`config.mk`:
```
export PLATFORM = sky130hd
export DESIGN_NAME = transfer_unit_flat
export DESIGN_NICKNAME = d
export VERILOG_FILES = /design/src/rtl/transfer_unit_if.sv /design/src/rtl/transfer_unit.sv /design/src/flat_wrapper.sv
export SDC_FILE = /design/constraint.sdc
export NUM_CORES = 1
export LEC_CHECK = 0
export ABC_AREA = 1
export CAP_MARGIN = 20
export CORE_MARGIN = 4
export CORE_UTILIZATION = 45
export CTS_CLUSTER_DIAMETER = 40
export CTS_CLUSTER_SIZE = 25
export DETAILED_ROUTE_END_ITERATION = 7
export PLACE_DENSITY = 0.82
export SLEW_MARGIN = 20
export SYNTH_ARGS = -nofsm -noshare
export SYNTH_HDL_FRONTEND = slang
export SYNTH_SLANG_ARGS = --single-unit
```
`constraint.sdc`:
```
create_clock -name i_clk -period 2.75 [get_ports i_clk]
set_input_delay 0.4125 -clock i_clk [delete_from_list [all_inputs] [get_ports i_clk]]
set_output_delay 0.4125 -clock i_clk [all_outputs]
set_load 0.02 [all_outputs]
```
`src/rtl/transfer_unit_if.sv`:
```
// rtl/transfer_unit_if.sv - data-memory port between transfer_unit (master) and memory (slave)
interface transfer_unit_if;
  logic [7:0] mem_addr;
  logic [7:0] mem_wdata;
  logic [7:0] mem_rdata;
  logic       mem_we;
  logic       mem_req;
  logic       mem_ack;

  modport master (
    output mem_addr, mem_wdata, mem_we, mem_req,
    input  mem_rdata, mem_ack
  );

  modport slave (
    input  mem_addr, mem_wdata, mem_we, mem_req,
    output mem_rdata, mem_ack
  );
endinterface

```
`src/rtl/transfer_unit.sv`:
```
// rtl/transfer_unit.sv - Edulent register-transfer executor for the control unit's transfer micro-commands
// `EDULENT_MEM_HANDSHAKE_EN selects the req/ack memory FSM; otherwise memory is single-cycle, async read.
module transfer_unit #(
  parameter logic [7:0] PC_RESET = 8'h00,
  parameter logic [7:0] SP_RESET = 8'hFF
) (
  input  logic            i_clk,
  input  logic            i_rstn,
  input  logic [3:0]      i_transfer_cmd,
  input  logic            i_sel_ap,
  input  logic            i_inc_pc,
  input  logic [1:0]      i_inc_dec_sp,
  input  logic [7:0]      i_alu_result,
  input  logic [7:0]      i_in_data,
  transfer_unit_if.master mem,
  output logic [7:0]      o_opcode,
  output logic [7:0]      o_a,
  output logic [7:0]      o_ap,
  output logic [7:0]      o_pc,
  output logic [7:0]      o_sp,
  output logic [7:0]      o_out_data,
  output logic            o_out_valid,
  output logic            o_busy
);
  logic [7:0] pc, sp, ma, md, ir, a, ap, out_data;
  logic       out_valid;
  logic       accept;
  logic       rd_done;
  logic [3:0] cmd;
  logic [1:0] sp_step;

`ifdef EDULENT_MEM_HANDSHAKE_EN
  typedef enum logic [1:0] {IDLE, RD_WAIT, WR_WAIT} mem_state_t;
  mem_state_t state, state_nxt;

  always_ff @(posedge i_clk or negedge i_rstn) begin
    if (!i_rstn) state <= IDLE;
    else         state <= state_nxt;
  end

  always_comb begin
    state_nxt = state;
    rd_done   = 1'b0;
    case (state)
      IDLE: begin
        if (i_transfer_cmd == 4'h2)      state_nxt = RD_WAIT;
        else if (i_transfer_cmd == 4'h9) state_nxt = WR_WAIT;
      end
      RD_WAIT: begin
        if (mem.mem_ack) begin
          state_nxt = IDLE;
          rd_done   = 1'b1;
        end
      end
      WR_WAIT: if (mem.mem_ack) state_nxt = IDLE;
      default: state_nxt = IDLE;
    endcase
  end

  // req/we decode straight from the state flops, so reset drops them without waiting for a clock
  assign accept      = (state == IDLE);
  assign mem.mem_req = (state != IDLE);
  assign mem.mem_we  = (state == WR_WAIT);
  assign o_busy      = ~accept;
`else
  logic unused_ack;
  assign unused_ack  = mem.mem_ack;
  assign accept      = 1'b1;
  assign rd_done     = (i_transfer_cmd == 4'h2);
  assign mem.mem_we  = (i_transfer_cmd == 4'h9);
  assign mem.mem_req = mem.mem_we;
  assign o_busy      = 1'b0;
`endif

  // an access in flight freezes MA/MD, so commands and SP steps are masked; PC increments still land
  assign cmd     = accept ? i_transfer_cmd : 4'h0;
  assign sp_step = accept ? i_inc_dec_sp : 2'b00;

  always_ff @(posedge i_clk or negedge i_rstn) begin
    if (!i_rstn) begin
      pc        <= PC_RESET;
      sp        <= SP_RESET;
      ma        <= 8'h00;
      md        <= 8'h00;
      ir        <= 8'h00;
      a         <= 8'h00;
      ap        <= 8'h00;
      out_data  <= 8'h00;
      out_valid <= 1'b0;
    end else begin
      if (i_inc_pc) pc <= pc + 8'd1;
      case (cmd)
        4'h1: ma <= pc;
        4'h3: ir <= md;
        4'h4: ma <= md;
        4'h5: if (i_sel_ap) ap <= md; else a <= md;
        4'h6: ma <= ap;
        4'h7: ma <= sp;
        4'h8: md <= i_sel_ap ? ap : a;
        4'hA: if (i_sel_ap) ap <= i_alu_result; else a <= i_alu_result;
        4'hB: pc <= md;
        4'hC: a <= i_in_data;
        4'hD: out_data <= a;
        4'hE: pc <= ap;
        4'hF: md <= pc;
        default: ;
      endcase
      if (rd_done) md <= mem.mem_rdata;
      case (sp_step)
        2'b01:   sp <= sp + 8'd1;
        2'b10:   sp <= sp - 8'd1;
        default: ;
      endcase
      out_valid <= (cmd == 4'hD);
    end
  end

  assign mem.mem_addr  = ma;
  assign mem.mem_wdata = md;
  assign o_opcode      = ir;
  assign o_a           = a;
  assign o_ap          = ap;
  assign o_pc          = pc;
  assign o_sp          = sp;
  assign o_out_data    = out_data;
  assign o_out_valid   = out_valid;
endmodule
```
`src/flat_wrapper.sv`:
```
// flat-port wrapper written by rule: the top's interface ports become plain ports
module transfer_unit_flat 
#(
  parameter logic [7:0] PC_RESET = 8'h00,
  parameter logic [7:0] SP_RESET = 8'hFF
)
  (i_clk, i_rstn, i_transfer_cmd, i_sel_ap, i_inc_pc, i_inc_dec_sp, i_alu_result, i_in_data, o_opcode, o_a, o_ap, o_pc, o_sp, o_out_data, o_out_valid, o_busy, mem_mem_addr, mem_mem_wdata, mem_mem_we, mem_mem_req, mem_mem_rdata, mem_mem_ack);
  transfer_unit_if mem_i ();
  input  logic i_clk;
  input  logic i_rstn;
  input  logic [3:0] i_transfer_cmd;
  input  logic i_sel_ap;
  input  logic i_inc_pc;
  input  logic [1:0] i_inc_dec_sp;
  input  logic [7:0] i_alu_result;
  input  logic [7:0] i_in_data;
  output logic [7:0] o_opcode;
  output logic [7:0] o_a;
  output logic [7:0] o_ap;
  output logic [7:0] o_pc;
  output logic [7:0] o_sp;
  output logic [7:0] o_out_data;
  output logic o_out_valid;
  output logic o_busy;
  output wire logic [$bits(mem_i.mem_addr)-1:0] mem_mem_addr;
  output wire logic [$bits(mem_i.mem_wdata)-1:0] mem_mem_wdata;
  output wire logic [$bits(mem_i.mem_we)-1:0] mem_mem_we;
  output wire logic [$bits(mem_i.mem_req)-1:0] mem_mem_req;
  input wire logic [$bits(mem_i.mem_rdata)-1:0] mem_mem_rdata;
  input wire logic [$bits(mem_i.mem_ack)-1:0] mem_mem_ack;
  assign mem_mem_addr = mem_i.mem_addr;
  assign mem_mem_wdata = mem_i.mem_wdata;
  assign mem_mem_we = mem_i.mem_we;
  assign mem_mem_req = mem_i.mem_req;
  assign mem_i.mem_rdata = mem_mem_rdata;
  assign mem_i.mem_ack = mem_mem_ack;
  transfer_unit #(.PC_RESET(PC_RESET), .SP_RESET(SP_RESET)) u_core (.i_clk(i_clk), .i_rstn(i_rstn), .i_transfer_cmd(i_transfer_cmd), .i_sel_ap(i_sel_ap), .i_inc_pc(i_inc_pc), .i_inc_dec_sp(i_inc_dec_sp), .i_alu_result(i_alu_result), .i_in_data(i_in_data), .mem(mem_i), .o_opcode(o_opcode), .o_a(o_a), .o_ap(o_ap), .o_pc(o_pc), .o_sp(o_sp), .o_out_data(o_out_data), .o_out_valid(o_out_valid), .o_busy(o_busy));
endmodule
```
; ---- Word level (Yosys, flattened, before mapping)
; Cells that the tools add are included.
[totals]
regBits = 65
in_bits = 35
output_inout_bits = 68
wordCells = 54
[classes]
n_addsub = 3
eq_ne = 21
n_mux = 13
reduce_logical = 8
[op_table]
columns = operator, count
row1 = $pmux 8 s2, 4
row2 = $mux 8, 7
row3 = $eq 4x4->1 const B, 8
row4 = $pmux 8 s4, 1
row5 = $pmux 8 s3, 1
row6 = $add 8x1->8 const B, 2
row7 = $eq 4x3->1 const B, 4
row8 = $reduce_bool 3->1, 3
row9 = $eq 4x2->1 const B, 2
row10 = $ne 2x2->1 const B, 4
row11 = $sub 8x1->8 const B, 1
row12 = $reduce_and 3->1, 2
row13 = $eq 4x1->1 const B, 1
row14 = $reduce_bool 2->1, 2
row15 = $reduce_bool 4->1, 1
row16 = $eq 2x1->1 const B, 1
row17 = $eq 2x2->1 const B, 1

; ---- Longest topological paths before layout
[logic_depth]
depth_word = 3
depth_mapped = 14
depth_no_buf = 14

; ---- Least setup slack after synthesis
; OpenSTA, ideal clock, no wires.
[synth_path]
path_type = in2reg
from = input i_inc_dec_sp[0]
to = register u_core.sp[4] (netlist: u_core.o_sp[4])
t_arrival_ns = 1.592
required_ns = 2.673
setup_slack_ns = 1.081
stages = 14
cell_sequence = inv_1 -> ha_1 -> inv_1 -> nand2_1 -> nand2_1 -> inv_1 -> ha_1 -> a21o_1 -> nand2_1 -> o21ai_0 -> inv_1 -> nand2_1 -> nand3_1 -> nand2_1
[synth_via]
elab_chain_len = 2
elab_cells_between_ends = 4
cone_classes = 2 x eq/ne / 1 x mux / 1 x reduce/logical
[synth_rtl]
columns = element, line
row1 = start: declaration, flat_wrapper.sv:14  ; input logic [1:0] i_inc_dec_sp;
row2 = $eq 2x2->1 or $eq 2x1->1 (tied branches), transfer_unit.sv:109  ; case (sp_step)
row3 = $pmux 8 s2 or $reduce_bool 2->1 (tied branches), -
row4 = end signal: assignment, transfer_unit.sv:110  ; 2'b01: sp <= sp + 8'd1;
row5 = end signal: assignment, transfer_unit.sv:111  ; 2'b10: sp <= sp - 8'd1;
row6 = end: declaration, transfer_unit.sv:25  ; logic [7:0] pc, sp, ma, md, ir, a, ap, out_data;
; Parallel ways exist; a longest one is shown, timed or not.
; A chain may end at the register's enable or synchronous reset.

; ---- Final worst setup path
[layout_path]
from = input i_transfer_cmd[0]
to = output mem_mem_req
[layout_via]
elab_chain_len = 1
[layout_rtl]
columns = element, line
row1 = start: declaration, flat_wrapper.sv:11  ; input logic [3:0] i_transfer_cmd;
row2 = $eq 4x4->1, transfer_unit.sv:70  ; assign mem.mem_we = (i_transfer_cmd == 4'h9);
row3 = end: declaration, flat_wrapper.sv:28  ; output wire logic [$bits(mem_i.mem_req)-1:0] mem_mem_req;
; No other way between the ends.

==> results by group <==
Worst setup path
  • CP Capture Type: primary output
  • Worst Setup Path Type: in2out
  • Critical Path RT: 2.34 ns
  • Critical-path maximum fanout: 4
  • CP Launch Type: primary input
  • CP arrival: 2.17 ns

Synthesis
  • Post-Synth XOR/XNOR Area: 0.9097%
  • Largest area contributor in the netlist: dfrtp_1
  • Post-Synth Simple-Gate Area: 27.36%
  • Share of the synthesized area in the top cell type: 37.04%
  • Synth Warn #: 0
  • Syn Nets: 575
  • Synth Instances: 536
  • Complex-gate fraction of the synthesized area: 17.09%
  • Async SR Flop Fraction: 100.0%
  • Largest family of logic cells by synthesized area: simple AND/OR/NAND/NOR gates
  • Ranking of synthesized cells by area: dfrtp_1, nand2_1, o21ai_0, inv_1, dfstp_2
  • Post-synthesis mux area share: 1.365%
  • Synth cell types: 36
  • Seq cells post-synth: 65
  • EDFF count, synth: 0
  • Adder-cell share of the synthesized area: 1.300%
  • Top_reg_cell synth: dfrtp_1
  • Avg Cell Area, Syn: 7.185 um^2
  • Synth Cell Area: 0.003851 mm^2
  • Post-synthesis sequential area ratio: 42.50%

Detailed routing
  • Vias/cell: 5.505
  • Final ANT Viol Nets: 0
  • Drt pass-1 iters: 6
  • Initial DRC Count: 421
  • Wire per inst: 16.20 um
  • Routed vias: 4101
  • Residual DRC count: 0
  • Final wirelength: 12.07 mm

STA
  • Fin crit share: 94.01%
  • Min cycle time layout: 2.585 ns
  • Final hold slack: 0.05801 ns
  • Max-slew headroom: 59.94%
  • Max Clock Freq: 386.8 MHz
  • Final setup fails: 0
  • Final hold viol count: 0
  • Worst Max-Slew Pin Slew: 0.6010 ns
  • Clk_skew: 0.01196 ns
  • Slew Viols, Final: 0
  • Unrepaired setup endpoints after global routing: false
  • Setup TNS: 0 ns
  • Final setup margin: 0.1646 ns

Outcome
  • Status: finished clean

Clock network
  • Worst-path clk slew: 0.07 ns
  • Cts repair resizes: 0
  • Root buf cell: clkbuf_8
  • CTS max path bufs: 2
  • Post-CTS Hold Buffers: 0
  • CTS Sinks: 65
  • Post-CTS Setup Bufs: 0
  • H-Tree Depth: 3
  • CTS Buf Count: 9
  • CTS tree: yes
  • Clock Latency Late Sink: 0.34 ns

Placement
  • Place WS: 0.1722 ns
  • Buffers on Ports: 100
  • Dpl hpwl: 9.182 mm
  • RD Place Congestion: 0.9389

Layout
  • Fill count: 738
  • Share of cells above drive strength 1: 8.281%
  • Leading cell type in the layout, fill and taps excluded: nand2_1
  • Diodes inserted: 0
  • Multi-input logic area: 0.001853 mm^2
  • Final Net Count: 674
  • Area occupied by registers: 0.001637 mm^2
  • Most frequent cells in the layout: nand2_1, clkdlybuf4s50_1, inv_1, o21ai_0, dfrtp_1
  • Area Overhead vs Synth: 32.59%

Floorplan
  • Core area: 0.008258 mm^2
  • # rows: 33
  • I/O Pins: 103
  • Die H: 100.5 um
  • Die X: 100.5 um
  • Die ar.: 0.01010 mm^2
  • Starting density of the core: 46.64%

GRT
  • Initial antenna violation count: 0
  • Global-route wire length before repair: 18.91 mm
  • Vias in the first global route: 3880
  • GR Overflow Total: 0
  • Largest net degree at the start of global routing: 26
  • GR Util All Layers: 23.93%

Worst hold path
  • HP Class: in2async

Power
  • VDD IR-drop max: 0.4555 mV
  • Power consumption: 4680 uW
  • Leakage power: 0.002372 uW
  • Pwr dens: 916.6 mW/mm^2

Run
  • Number of max-cap violations: 0
## worst max-delay path: stages
cell	delay [ns]
clkdlybuf4s50_1	0.53
inv_2	0.06
nor2_2	0.22
inv_1	0.11
nor2_1	0.19
clkdlybuf4s50_1	0.65
## metrics by stage
step | area (um^2) | utilization (%) | cells
final | 5106 | 61.83 | 745
after floorplan | 3851 | - | 536
after global routing | 5106 | 61.83 | 745
after global placement | 4910 | 59.45 | 729
after detailed placement | 4910 | 59.45 | 729
after CTS | 5106 | 61.83 | 745
## registers in the layout (all words and copies together) (netlist names)
| signal | flops |
|---|---|
| u_core.mem.mem_addr | 8 |
| u_core.mem.mem_wdata | 8 |
| u_core.o_a | 8 |
| u_core.o_ap | 8 |
| u_core.o_opcode | 8 |
| u_core.o_out_data | 8 |
| u_core.o_out_valid | 1 |
| u_core.o_pc | 8 |
| u_core.o_sp | 8 |
## worst paths after layout
path,start,endpoint,slack [ns],cells past startpoint
min in group i_clk,u_core.o_out_data[6]$_DFFE_PN0P_,u_core.o_out_data[6]$_DFFE_PN0P_,0.49,2
max in group asynchronous,i_rstn,u_core.o_out_data[5]$_DFFE_PN0P_,1.97,2
worst max-delay path,i_transfer_cmd[0],mem_mem_req,0.16,6
worst min-delay path,i_rstn,u_core.o_opcode[3]$_DFFE_PN0N_,0.06,1
worst max register to register,u_core.o_sp[1]$_DFFE_PN1P_,u_core.o_sp[4]$_DFFE_PN1P_,1.00,12
worst min register to register,u_core.o_out_data[6]$_DFFE_PN0P_,u_core.o_out_data[6]$_DFFE_PN0P_,0.49,2
## metal layers
layer / GRT usage, % / part of all wire (%) / up-vias
met5: 0 / 0 / -
met4: 10.36 / 2.9 / 0
met3: 4.567 / 8.4 / 35
met2: 40.16 / 49 / 233
met1: 30.08 / 40 / 1897
li1: - / - / 1936
## layout make-up
cell class,instances,area share [%]
multi-input combinational,386,36.29
sequential,65,32.05
timing repair buffer,105,20.24
inverter,68,4.999
clock buffer,11,2.769
tap,105,2.573
clock inverter,5,1.078
## logic make-up after synthesis
| group | count (synthesis) |
|---|---|
| fa+ha+maj | 4 |
| xor+xnor | 4 |
| simple gates | 254 |
| compound gates | 119 |
| flops | 65 |
| other cells | 1 |
| mux | 4 |
| buf+inv | 85 |
## synth_stat cells (all sizes together) (2+ instances only)
| cell type | instances |
|---|---|
| a21oi | 22 |
| a22oi | 4 |
| a31oi | 6 |
| buf | 14 |
| clkbuf | 3 |
| dfrtp | 57 |
| dfstp | 8 |
| ha | 4 |
| inv | 67 |
| mux2 | 4 |
| nand2 | 175 |
| nand3 | 31 |
| nor2 | 45 |
| o211ai | 10 |
| o21ai | 69 |
| o22ai | 5 |
| xnor2 | 2 |
| xor2 | 2 |
## report_power, final
group,leakage [uW],switching [uW],internal (uW),total (uW)
combinational,0.00149,1220,946,2170
clock,0.0000953,369,440,810
sequential,0.000787,385,1320,1710
No activity file was read; power rests on OpenSTA's default activity.
